==> src/rtl/seg7_pkg.sv <==
// Shared constants for the multiplexed 7-segment display path.
// Segment patterns are active-low and written seg[6:0] = {g,f,e,d,c,b,a}.
package seg7_pkg;

    localparam int NUM_DIGITS = 4;

    localparam logic [6:0] SEG_0     = 7'b1000000;
    localparam logic [6:0] SEG_1     = 7'b1111001;
    localparam logic [6:0] SEG_2     = 7'b0100100;
    localparam logic [6:0] SEG_3     = 7'b0110000;
    localparam logic [6:0] SEG_4     = 7'b0011001;
    localparam logic [6:0] SEG_5     = 7'b0010010;
    localparam logic [6:0] SEG_6     = 7'b0000010;
    localparam logic [6:0] SEG_7     = 7'b1111000;
    localparam logic [6:0] SEG_8     = 7'b0000000;
    localparam logic [6:0] SEG_9     = 7'b0010000;
    localparam logic [6:0] SEG_BLANK = 7'h7F;

    localparam logic [3:0] DIGIT_BLANK = 4'hF;
    localparam logic [3:0] DIGIT_ERR   = 4'hE;

endpackage

==> src/rtl/seg7_pattern_decode.sv <==
// Combinational decode of an active-low segment pattern back to its digit value.
// Unknown patterns decode to DIGIT_ERR, an all-off pattern to DIGIT_BLANK.
module seg7_pattern_decode
    import seg7_pkg::*;
(
    input  logic [6:0] seg,
    output logic [3:0] value,
    output logic       valid,
    output logic       blank
);

    always_comb begin
        value = DIGIT_ERR;
        case (seg)
            SEG_0:     value = 4'd0;
            SEG_1:     value = 4'd1;
            SEG_2:     value = 4'd2;
            SEG_3:     value = 4'd3;
            SEG_4:     value = 4'd4;
            SEG_5:     value = 4'd5;
            SEG_6:     value = 4'd6;
            SEG_7:     value = 4'd7;
            SEG_8:     value = 4'd8;
            SEG_9:     value = 4'd9;
            SEG_BLANK: value = DIGIT_BLANK;
            default:   value = DIGIT_ERR;
        endcase
        valid = (value < 4'd10);
        blank = (value == DIGIT_BLANK);
    end

endmodule

==> src/rtl/seg7_scan_capture.sv <==
// Observer for a scanned 7-segment display: synchronizes seg/an, captures each
// settled digit dwell, and assembles four digits into a frame with a staleness timeout.
module seg7_scan_capture
    import seg7_pkg::*;
#(
    parameter int SETTLE_CYCLES  = 16,
    parameter int TIMEOUT_CYCLES = 2000000,
    parameter int ERR_W          = 8
) (
    input  logic             clk,
    input  logic             rst,
    input  logic [6:0]       seg,
    input  logic [3:0]       an,
    output logic [15:0]      digits,
    output logic             frame_valid,
    output logic             stale,
    output logic [ERR_W-1:0] err_cnt
);

    localparam int ST_W = $clog2(SETTLE_CYCLES);
    localparam int TO_W = $clog2(TIMEOUT_CYCLES);
    localparam logic [ST_W-1:0] ST_LAST = ST_W'(SETTLE_CYCLES - 1);
    localparam logic [ST_W-1:0] ST_ARM  = ST_W'(SETTLE_CYCLES - 2);
    localparam logic [TO_W-1:0] TO_LAST = TO_W'(TIMEOUT_CYCLES - 1);

    // Reset asserts immediately but releases on a clock edge.
    logic [1:0] rst_sync_q;
    logic       rst_int_n;

    always_ff @(posedge clk or negedge rst) begin
        if (!rst) rst_sync_q <= 2'b00;
        else      rst_sync_q <= {rst_sync_q[0], 1'b1};
    end
    assign rst_int_n = rst_sync_q[1];

    logic [6:0]                 seg_meta_q, seg_s_q, seg_prev_q;
    logic [3:0]                 an_meta_q, an_s_q, an_prev_q;
    logic [ST_W-1:0]            settle_q, settle_d;
    logic [TO_W-1:0]            to_cnt_q, to_cnt_d;
    logic [NUM_DIGITS-1:0]      seen_q, seen_d, seen_next;
    logic [NUM_DIGITS-1:0][3:0] shadow_q, shadow_d;
    logic [15:0]                digits_q, digits_d;
    logic                       fv_q, fv_d;
    logic                       stale_q, stale_d;
    logic [ERR_W-1:0]           err_q, err_d;

    logic [3:0] dec_value;
    logic       dec_valid, dec_blank;
    logic [2:0] zero_cnt;
    logic [1:0] idx;
    logic       an_valid, same, capture, frame_done, timed_out;

    seg7_pattern_decode u_decode (
        .seg   (seg_s_q),
        .value (dec_value),
        .valid (dec_valid),
        .blank (dec_blank)
    );

    always_comb begin
        zero_cnt = 3'd0;
        idx      = 2'd0;
        for (int i = 0; i < NUM_DIGITS; i++) begin
            if (!an_s_q[i]) begin
                zero_cnt = zero_cnt + 3'd1;
                idx      = 2'(i);
            end
        end
        an_valid = (zero_cnt == 3'd1);
        same     = (an_s_q == an_prev_q) && (seg_s_q == seg_prev_q);

        // The counter parks at ST_LAST so a long dwell captures only once.
        settle_d = '0;
        capture  = 1'b0;
        if (an_valid && same) begin
            settle_d = (settle_q == ST_LAST) ? settle_q : settle_q + 1'b1;
            capture  = (settle_q == ST_ARM);
        end

        err_d = err_q;
        if (capture && !dec_valid && !dec_blank && (err_q != '1))
            err_d = err_q + 1'b1;

        shadow_d  = shadow_q;
        seen_next = seen_q;
        if (capture) begin
            shadow_d[idx]  = dec_value;
            seen_next[idx] = 1'b1;
        end

        to_cnt_d = capture ? '0 : ((to_cnt_q == TO_LAST) ? to_cnt_q : to_cnt_q + 1'b1);
        timed_out  = !capture && (to_cnt_q == TO_LAST);
        frame_done = (seen_next == '1);

        digits_d = digits_q;
        fv_d     = 1'b0;
        stale_d  = stale_q;
        seen_d   = seen_next;
        if (frame_done) begin
            digits_d = shadow_d;
            fv_d     = 1'b1;
            stale_d  = 1'b0;
            seen_d   = '0;
        end else if (timed_out) begin
            stale_d = 1'b1;
            seen_d  = '0;
        end
    end

    always_ff @(posedge clk or negedge rst_int_n) begin
        if (!rst_int_n) begin
            seg_meta_q <= '1;
            seg_s_q    <= '1;
            seg_prev_q <= '1;
            an_meta_q  <= '1;
            an_s_q     <= '1;
            an_prev_q  <= '1;
            settle_q   <= '0;
            to_cnt_q   <= '0;
            seen_q     <= '0;
            shadow_q   <= '0;
            digits_q   <= 16'h0000;
            fv_q       <= 1'b0;
            stale_q    <= 1'b1;
            err_q      <= '0;
        end else begin
            seg_meta_q <= seg;
            seg_s_q    <= seg_meta_q;
            seg_prev_q <= seg_s_q;
            an_meta_q  <= an;
            an_s_q     <= an_meta_q;
            an_prev_q  <= an_s_q;
            settle_q   <= settle_d;
            to_cnt_q   <= to_cnt_d;
            seen_q     <= seen_d;
            shadow_q   <= shadow_d;
            digits_q   <= digits_d;
            fv_q       <= fv_d;
            stale_q    <= stale_d;
            err_q      <= err_d;
        end
    end

    assign digits      = digits_q;
    assign frame_valid = fv_q;
    assign stale       = stale_q;
    assign err_cnt     = err_q;

endmodule
==> config.mk <==
export PLATFORM = sky130hd
export DESIGN_NAME = seg7_scan_capture
export DESIGN_NICKNAME = d
export VERILOG_FILES = /design/src/rtl/seg7_pkg.sv /design/src/rtl/seg7_pattern_decode.sv /design/src/rtl/seg7_scan_capture.sv
export SDC_FILE = /design/constraint.sdc
export NUM_CORES = 1
export LEC_CHECK = 0
export BUFFER_PORTS_ARGS = -buffer_cell sky130_fd_sc_hd__buf_2
export CORE_MARGIN = 4
export CORE_UTILIZATION = 59
export DETAILED_ROUTE_END_ITERATION = 6
export HOLD_SLACK_MARGIN = 0.08
export PLACE_DENSITY = 0.79
export REMOVE_ABC_BUFFERS = 1
export SYNTH_ARGS = -nofsm -noshare
export SYNTH_HDL_FRONTEND = slang
export SYNTH_SLANG_ARGS = --single-unit
==> constraint.sdc <==
create_clock -name clk -period 3.6 [get_ports clk]
set_input_delay 1.08 -clock clk [delete_from_list [all_inputs] [get_ports clk]]
set_output_delay 1.08 -clock clk [all_outputs]
set_load 0.05 [all_outputs]
==> results.py, run 1 <==
metrics = {
    "detailed_routing": {
        "route.detailed.drc": 0,
        "wl_um": 7770,
        "first_iter_violations": 145,
        "wl_per_cell_um": 14.9,
        "drtAntennaViolNets": 0,
        "viasPerCell": 5.36,
        "num_vias": 2792,
        "first_pass_iters": 4,
    },
    "yosys": {
        "ys_async_sr_fraction_pct": 100,
        "yosysUniqueCellTypes": 50,
        "synth_seq_cells": 106,
        "synth_compound_area_share_pct": 3.36,
        "synth-xor-area-share_pct": 8.10,
        "syn_area_per_cell_um2": 12.3,
        "synth-simple-area-share_pct": 15.9,
        "synth.area.mux_share_pct": 8.41,
        "synth-edff-count": 0,
        "synthAdderAreaFrac_pct": 1.93,
        "synth.cell_area_mm2": 0.00454,
        "syn-instance-count": 370,
        "ys_seq_area_share_pct": 59.4,
        "synthFlopType": "dfrtp_1",
        "yosysWarningCount": 0,
        "synth_top_family_by_area": "simple AND/OR/NAND/NOR gates",
    },
    "setup_path": {
        "criticalPathCategory": "reg -> reg",
        "cp.required_ns": 3.85,
        "end_kind": "flop",
        "crit_path_start": "an_s_q[1]",
        "cp-start-kind": "flop",
        "arrival_ns": 3.67,
        "r2r-start": "an_s_q[1]",
        "crit_path_max_fanout": 22,
    },
    "cells_and_area": {
        "fin_util_pct": 68.6,
        "seq_area_mm2": 0.00270,
        "n_fill_cell": 554,
        "antenna_cells": 0,
        "final_layout_size_suffix_gt1_share_pct": 32.0,
        "multiInputGateArea_mm2": 0.00173,
        "nets": 437,
        "fin_area_mm2": 0.00505,
        "syn_to_final_growth_pct": 11.4,
    },
    "sta": {
        "worst_slew_pin_slew_ns": 1.03,
        "tns_ns": 0,
        "min_period_over_period_pct": 94.8,
        "slew_headroom_pct": 31.6,
        "hold_violations": 0,
        "finalMaxSlewViolations": 0,
        "setup_viol": 0,
        "skew_ns": 0.0202,
        "fmax_mhz": 293,
        "timing.final.crit_period_ns": 3.41,
        "fin_ws_ns": 0.186,
        "holdWs_ns": 0.352,
        "rsz0062_at_grt": "false",
    },
    "clocking": {
        "root_buffer": "clkbuf_8",
        "clock-sinks": 106,
        "htree_levels": 3,
        "cts_hold_buf": 0,
        "clk_pin_slew_ns": 0.11,
        "numCtsBuffers": 9,
        "clk-insertion-delay-late_ns": 0.37,
        "cts_buffer_depth": 2,
        "cts_tree": "built",
    },
    "die": {
        "dieHeight_um": 95.7,
        "pin_count": 39,
        "dieWidth_um": 95.7,
        "fp.coreArea_mm2": 0.00737,
        "dieArea_mm2": 0.00916,
        "initial_core_util_pct": 61.6,
        "std_cell_rows": 31,
    },
    "global_routing": {
        "grt_util_all_layers_pct": 18.9,
        "overflow": 0,
        "grt_pass1_wl_um": 13200,
        "antenna_found_initial": 0,
        "grt_pass1_vias": 2788,
        "grt_max_degree": 84,
    },
    "worst_hold_path": {
        "hp-start": "seg_meta_q[3]",
        "min_path_type": "reg -> reg",
    },
    "power": {
        "leakage_uw": 0.00239,
        "p_per_area_mw_per_mm2": 399,
        "ir_worst_vdd_uv": 297,
    },
    "placement": {
        "io_buffer_count": 38,
        "dpl_cell_area_mm2": 0.00485,
        "gp_congestion": 0.836,
        "dp_hpwl_um": 5380,
        "post-place-ws_ns": 0.176,
    },
    "flow_run": {
        "maxCapViolCount": 0,
    },
    "status": {
        "run_status": "finished, final reports clean",
    },
}
[synth_stat cells, types with 3 or more instances]
master	instances	share of area (%)
mux2_2	26	6.4
xnor2_1	19	3.7
a21oi_1	3	0.33
a211oi_1	3	0.50
buf_2	4	0.44
dfrtp_1	72	40
nor3_1	16	1.8
nor2_1	41	3.4
nand3_1	17	1.9
ha_1	7	1.9
buf_6	4	0.99
clkbuf_1	3	0.25
xor2_1	23	4.4
mux2_1	7	1.7
nor2b_1	5	0.69
o21ai_0	4	0.44
inv_1	10	0.83
nor4_1	5	0.69
nand2_1	18	1.5
nand4_1	11	1.5
dfstp_2	34	20
[through the flow]
stage,cells,power [uW]
floorplan,357,1320
global placement,503,1350
detailed placement,503,1350
CTS,519,2030
global route,521,2100
finish,521,2020
[power by group]
part           switching (uW)  total (uW)  internal, uW
Combinational            35.8        65.4          29.6
Clock                     424         688           264
Sequential               37.3        1260          1230
[sequential cells by signal, indices dropped and copies added (netlist names)]
signal and flops:
to_cnt_q 21, digits 16, shadow_q 16, err_cnt 8, seg_meta_q 7, seg_prev_q 7, seg_s_q 7, an_meta_q 4
an_prev_q 4, an_s_q 4, seen_q 4, settle_q 4, rst_sync_q 2, frame_valid 1, stale 1
[worst paths after layout]
| path | endpoint | depth (start not counted) | slack, ns |
|---|---|---|---|
| setup / recovery | digits[15] | 11 | 0.19 |
| max in group asynchronous | seg_prev_q[4] | 1 | 2.23 |
| min in group asynchronous | rst_sync_q[1] | 1 | 0.47 |
| setup reg to reg | digits[15] | 11 | 0.19 |
| hold / removal | seg_s_q[3] | 0 | 0.35 |
| hold reg to reg | seg_s_q[3] | 0 | 0.35 |
[layout by cell type, fill, tap and decap left out, types with 3 or more instances in the layout]
cell	n
nand4_1	11
nor4_1	5
clkbuf_8	9
ha_1	7
mux2_2	26
buf_4	10
nand2_1	18
xor2_1	23
dfrtp_1	71
o21ai_0	4
nor2_1	41
nor3_1	16
dfstp_2	34
a21oi_1	3
inv_1	10
a211oi_1	3
nand3_1	17
xnor2_1	19
mux2_1	7
buf_2	38
nor2b_1	5
[worst max-delay path, stage by stage (launching register included)]
cell	delay [ns]
dfstp_2	0.60
inv_1	0.08
ha_1	0.35
xnor2_1	0.16
ha_1	0.32
nor3_1	0.18
a21oi_1	0.05
a21o_2	0.23
or3_1	0.42
a221oi_4	0.36
buf_12	0.21
mux2_2	0.34
[layout make-up]
type,count,area share [%]
tap,99,2.45
inverter,10,0.743
sequential,106,53.4
clock buffer,9,2.45
clock inverter,7,1.16
multi-input combinational,241,34.2
timing repair buffer,49,5.64
[per-layer routing]
metal	global-route usage, %	wire [um]	part of all wire (%)
met5	0	0	0
met2	29.2	3720	48
met4	6.40	98	1.3
met1	26.3	3680	47
met3	4.77	265	3.4
[cells by family after synthesis]
kind of cell | Yosys count
simple gates | 136
flops | 106
xor+xnor | 42
mux | 34
buf+inv | 23
compound gates | 21
fa+ha+maj | 7
other cells | 1
[what timing repair did]
action	in CTS	in global routing
resized for setup	0	1
setup buffers	0	2
endpoints found under the setup margin	0	13
No activity file was read; power rests on OpenSTA's default activity.
==> run 2: changes to the inputs <==
- SYNTH_HIERARCHICAL: unset -> 1
==> run 2 against run 1 <==
Against the previous run: combinational power is 9.6% higher; power is 5.8% higher; critical path type unchanged; first-iteration DRC count is 10% lower; cell area is 2.8% higher; largest cell class unchanged; die area is 3.7% higher; non-clock buffer count is 9 lower; final cell count is 0.77% lower; maximum frequency is 0.28% higher; sequential power hardly changed.
==> results.py, run 2 <==
metrics = {
    "status": {
        "run_status": "finished, final reports clean",
    },
    "clocking": {
        "clk_pin_slew_ns": 0.11,
        "htree_levels": 3,
        "clock-sinks": 106,
        "cts_tree": "built",
        "postCtsSetupRepairBufs": 0,
        "cts_buffer_depth": 2,
        "cts_hold_buf": 0,
        "root_buffer": "clkbuf_8",
        "numCtsBuffers": 9,
        "clk-insertion-delay-late_ns": 0.37,
    },
    "setup_path": {
        "cp.required_ns": 3.86,
        "r2r_setup_slack_ns": 0.20,
        "crit_top_cell": "ha_1",
        "path_cells": "inv_1 -> ha_1 -> xnor2_1 -> ha_1 -> nor2b_4 -> xnor2_2 -> nor4_4 -> nand4_1 -> or2_1 -> mux2_4 -> mux2_2",
        "r2r_end": "digits[2]",
        "arrival_ns": 3.67,
        "crit_path_max_fanout": 7,
        "slowest_stage": "dfstp_2",
        "criticalPathCategory": "reg -> reg",
        "critical_path.max_stage_delay_ns": 0.62,
        "cp_num_buf_inv": 1,
        "r2r-start": "an_s_q[1]",
        "end_kind": "flop",
        "crit_family": "simple AND/OR/NAND/NOR gates",
        "cp-start-kind": "flop",
        "ff2ff_path_depth": 11,
    },
    "cells_and_area": {
        "nets": 430,
        "final_common_cell": "dfrtp_1",
        "largest_reg_flops": 21,
        "antenna_cells": 0,
        "fin_util_pct": 66.9,
        "seq_area_mm2": 0.00270,
        "multiInputGateArea_mm2": 0.00191,
        "layout_common_cells": "dfrtp_1, buf_2, dfstp_2",
        "n_fill_cell": 576,
        "regMostFlops": "to_cnt_q",
        "syn_to_final_growth_pct": 10.0,
        "final_layout_size_suffix_gt1_share_pct": 32.5,
    },
    "yosys": {
        "synthTopCellsByCount": "dfrtp_1, dfstp_2, nor2_1",
        "synth-simple-area-share_pct": 16.2,
        "syn-instance-count": 372,
        "ys_seq_area_share_pct": 57.1,
        "synthFlopType": "dfrtp_1",
        "synth_top_area_cell": "dfrtp_1",
        "yosysMostFrequentCell": "dfrtp_1",
        "synth-xor-area-share_pct": 8.24,
        "yosysWarningCount": 6,
        "ys_top_cells_by_area": "dfrtp_1, dfstp_2, mux2_4",
        "synthAdderAreaFrac_pct": 1.85,
        "synth.cell_area_mm2": 0.00472,
        "ys_async_sr_fraction_pct": 100,
        "syn_area_per_cell_um2": 12.7,
        "synth_seq_cells": 106,
        "netlist.area_leader.share_pct": 38.2,
        "yosysUniqueCellTypes": 61,
        "synth_compound_area_share_pct": 4.21,
        "synth_top_family_by_area": "simple AND/OR/NAND/NOR gates",
        "synth.area.mux_share_pct": 9.57,
        "synth-edff-count": 0,
    },
    "power": {
        "leakage_uw": 0.00251,
        "totalPowerFinal_uw": 2130,
        "ir_worst_vdd_uv": 241,
        "p_per_area_mw_per_mm2": 411,
    },
    "detailed_routing": {
        "num_vias": 2900,
        "route.detailed.drc": 0,
        "first_pass_iters": 4,
        "drtAntennaViolNets": 0,
        "wl_um": 8360,
        "wl_per_cell_um": 16.2,
        "first_iter_violations": 130,
        "viasPerCell": 5.61,
    },
    "placement": {
        "dp_hpwl_um": 5680,
        "gp_congestion": 0.810,
        "io_buffer_count": 38,
        "post-place-ws_ns": 0.199,
    },
    "sta": {
        "min_period_over_period_pct": 94.6,
        "skew_ns": 0.0109,
        "fmax_mhz": 294,
        "worst_slew_pin_slew_ns": 1.06,
        "timing.final.crit_period_ns": 3.40,
        "finalMaxSlewViolations": 0,
        "hold_violations": 0,
        "fin_ws_ns": 0.196,
        "slew_headroom_pct": 29.5,
        "setup_viol": 0,
        "tns_ns": 0,
        "holdWs_ns": 0.363,
        "rsz0062_at_grt": "false",
    },
    "die": {
        "std_cell_rows": 32,
        "pin_count": 39,
        "dieArea_mm2": 0.00950,
        "dieWidth_um": 97.5,
        "dieHeight_um": 97.5,
        "fp.coreArea_mm2": 0.00777,
        "initial_core_util_pct": 60.8,
    },
    "worst_hold_path": {
        "min_path_type": "reg -> reg",
        "hp-start": "seg_meta_q[6]",
        "min_path_cells": 0,
        "min_to": "seg_s_q[6]",
    },
    "global_routing": {
        "overflow": 0,
        "grt_pass1_wl_um": 14400,
        "antenna_found_initial": 0,
        "grt_max_degree": 86,
        "grt_pass1_vias": 2891,
        "grt_util_all_layers_pct": 18.8,
    },
    "flow_run": {
        "maxCapViolCount": 0,
    },
}
## run 2: cell count changes after synthesis, sizes merged, moves of 6 or more
cell and delta:
xnor2 +9, nor2 -6, and3 +10, nand4 +7
xor2 -10, nor3 -13
## run 2: worst max-delay path by stage
stage | slack, ns | from | end | cells after the start
floorplan | 0.11 | an_s_q[1] | digits[12] | 11
global placement | 0.32 | an_s_q[1] | digits[6] | 11
detailed placement | 0.20 | an_s_q[1] | digits[4] | 11
CTS | 0.14 | an_s_q[1] | digits[4] | 11
global route | 0.06 | an_s_q[1] | digits[2] | 11
finish | 0.20 | an_s_q[1] | digits[2] | 11
## run 2: cell families (layout without fill, tap and decap cells)
kind of cell / after synthesis / count (layout)
and+or+nand+nor: 135 / 135
muxes: 35 / 35
buffers and inverters: 20 / 63
DFF: 106 / 106
xor gates and xnor gates: 41 / 41
adders and majority gates: 7 / 7
other: 1 / 1
AOI/OAI and AO/OA: 27 / 27
## run 2: area by class of cell
type | count | area share (%)
multi-input cells | 246 | 36.7
flip-flops and latches | 106 | 52.0
clock buffers | 9 | 2.38
repair buffers | 40 | 3.95
clock inverters | 7 | 2.07
well taps | 102 | 2.46
inverters | 7 | 0.506
## run 2: power breakdown
group          leakage [uW]  internal, uW  switching [uW]
Clock              0.000114           347             448
Combinational       0.00105          35.0            36.7
Sequential          0.00135          1230            40.0
Total               0.00251          1610             525
## run 2: metal layers
layer,track usage (%),part of all wire (%)
met5,0,0
met2,30.0,50
met4,6.71,1.4
met3,4.74,3.3
met1,25.0,45
## run 2: what timing repair did
action | CTS | global route
endpoints found under the hold margin | 0 | 0
setup endpoints to repair | 0 | 4
resized for setup | 0 | 2
## run 2: through the flow
step                      area [um^2]  instances
after CTS                        5180        517
after global routing             5190        517
after global placement           4950        501
after detailed placement         4950        501
final                            5190        517
after floorplan                  4620        359
==> run 3: changes to the inputs <==
- CAP_MARGIN: unset -> 20
- RECOVER_POWER: unset -> 50
==> run 3 against run 2 <==
Against the previous run: the flow now finishes with violations (max-capacitance violations, max-slew violations); die area unchanged; clock-buffer cell count unchanged; setup slack gained 0.00088 ns; utilization unchanged; clock power about the same; clock skew increased by 0.0011 ns; combinational power grew 22%; via count barely moved; flip-flop and latch count is the same.
==> results.py, run 3 (synthesis results as in run 2) <==
metrics = {
    "status": {
        "run_status": "complete, but fails checks",
        "violations": "max-capacitance violations, max-slew violations",
    },
    "clocking": {
        "numCtsBuffers": 9,
        "clock-sinks": 106,
        "cts_tree": "built",
        "clk-insertion-delay-late_ns": 0.37,
        "root_buffer": "clkbuf_8",
        "cts_buffer_depth": 2,
        "clk_pin_slew_ns": 0.11,
        "htree_levels": 3,
    },
    "cells_and_area": {
        "final_common_cell": "dfrtp_1",
        "regMostFlops": "to_cnt_q",
        "multiInputGateArea_mm2": 0.00191,
        "seq_area_mm2": 0.00270,
        "largest_reg_flops": 21,
        "nets": 431,
        "fin_area_mm2": 0.00519,
        "antenna_cells": 0,
        "n_fill_cell": 576,
        "syn_to_final_growth_pct": 10.0,
        "final_layout_size_suffix_gt1_share_pct": 30.0,
        "layout_common_cells": "dfrtp_1, buf_2, nor2_1",
    },
    "detailed_routing": {
        "viasPerCell": 5.60,
        "route.detailed.drc": 0,
        "num_vias": 2901,
        "wl_um": 8340,
        "first_iter_violations": 112,
        "first_pass_iters": 5,
        "wl_per_cell_um": 16.1,
        "drtAntennaViolNets": 0,
    },
    "die": {
        "initial_core_util_pct": 60.8,
        "fp.coreArea_mm2": 0.00777,
        "dieHeight_um": 97.5,
        "pin_count": 39,
        "std_cell_rows": 32,
        "dieWidth_um": 97.5,
        "dieArea_mm2": 0.00950,
    },
    "sta": {
        "setup_viol": 0,
        "slew_headroom_pct": -21.4,
        "hold_violations": 0,
        "fmax_mhz": 294,
        "skew_ns": 0.0120,
        "tns_ns": 0,
        "min_period_over_period_pct": 94.5,
        "timing.final.crit_period_ns": 3.40,
        "worst_slew_pin_slew_ns": 1.82,
        "rsz0062_at_grt": "false",
        "finalMaxSlewViolations": 79,
    },
    "setup_path": {
        "r2r_end": "digits[2]",
        "critical_path.max_stage_delay_ns": 0.62,
        "criticalPathCategory": "reg -> reg",
        "cp-start-kind": "flop",
        "crit_path_start": "an_s_q[1]",
        "crit_path_max_fanout": 7,
        "arrival_ns": 3.66,
        "crit_top_cell": "ha_1",
        "end_kind": "flop",
        "path_depth": 11,
        "ff2ff_path_depth": 11,
        "r2r-start": "an_s_q[1]",
        "crit_family": "simple AND/OR/NAND/NOR gates",
        "path_cells": "inv_1 -> ha_1 -> xnor2_1 -> ha_1 -> nor2b_4 -> xnor2_2 -> nor4_4 -> nand4_1 -> or2_1 -> mux2_4 -> mux2_2",
        "slowest_stage": "dfstp_2",
        "r2r_setup_slack_ns": 0.20,
        "cp.required_ns": 3.86,
        "cp_num_buf_inv": 1,
    },
    "global_routing": {
        "grt_pass1_wl_um": 14400,
        "overflow": 0,
        "grt_pass1_vias": 2891,
        "grt_max_degree": 86,
        "antenna_found_initial": 0,
        "grt_util_all_layers_pct": 18.8,
    },
    "power": {
        "leakage_uw": 0.00251,
        "p_per_area_mw_per_mm2": 410,
        "ir_worst_vdd_uv": 241,
    },
    "placement": {
        "io_buffer_count": 38,
        "dp_hpwl_um": 5680,
        "gp_congestion": 0.810,
        "dpl_cell_area_mm2": 0.00495,
    },
    "worst_hold_path": {
        "min_path_type": "reg -> async",
    },
    "flow_run": {
        "maxCapViolCount": 1,
    },
}
run 3: cell types whose count changed in the layout (fill, tap and decap cells not counted):
cell / change
dfrtp_1: +1
dfstp_2: -9
dfrtp_4: -1
dfstp_1: +9
clkbuf_1: +1
buf_2: -1
clkbuf_2: +1
run 3: worst max-delay path by stage:
| stage | endpoint | slack, ns |
|---|---|---|
| 2_1_floorplan | digits[12] | 0.11 |
| 3_3_place_gp | digits[6] | 0.32 |
| 3_5_place_dp | digits[4] | 0.20 |
| 4_1_cts | digits[4] | 0.14 |
| 5_1_grt | digits[1] | 0.06 |
| 6_report | digits[2] | 0.20 |
run 3: per-stage QoR:
stage / total power (uW) / instances / setup WS [ns] / utilization (%) / hold slack (ns)
final: 2130 / 518 / 0.197 / 66.9 / 0.113
after global routing: 2230 / 518 / 0.0595 / 66.9 / 0.153
after CTS: 2160 / 517 / 0.139 / 66.7 / 0.364
after detailed placement: 1360 / 501 / 0.199 / 63.8 / 0.345
after global placement: 1350 / 501 / 0.322 / 63.8 / 0.337
after floorplan: 1330 / 359 / 0.107 / - / 0.331
run 3: where the power goes:
group | total (uW) | switching [uW] | internal [uW]
sequential | 1250 | 24.2 | 1220
combinational | 87.3 | 52.2 | 35.1
clock | 793 | 446 | 347
total | 2130 | 522 | 1610
run 3: timing repair:
| item | 4_1_cts | 5_1_grt |
|---|---|---|
| endpoints found under the setup margin | 0 | 4 |
| hold buffers | 0 | 0 |
| buffers inserted | 0 | 0 |
| gates resized for setup | 0 | 2 |
run 3: worst register-to-register path: stages (launching register included):
cell and delay, ns:
dfstp_2 0.62, inv_1 0.11, ha_1 0.36, xnor2_1 0.17, ha_1 0.21, nor2b_4 0.13
xnor2_2 0.18, nor4_4 0.30, nand4_1 0.23, or2_1 0.39, mux2_4 0.35, mux2_2 0.27
run 3: layer usage:
layer,share of wire [%],up-vias,global-route usage [%],wire [um]
met3,2.6,14,4.74,218
li1,-,1380,-,-
met4,1.7,0,6.71,142
met2,51,40,30.0,4240
met5,0,-,0,0
met1,45,1467,25.0,3740
run 3: area by class of cell:
| class | count | area share [%] |
|---|---|---|
| clock buffer | 9 | 2.38 |
| clock inverter | 7 | 2.07 |
| inverter | 7 | 0.506 |
| multi-input combinational | 246 | 36.7 |
| sequential | 106 | 51.9 |
| tap | 102 | 2.46 |
| timing repair buffer | 41 | 4.02 |
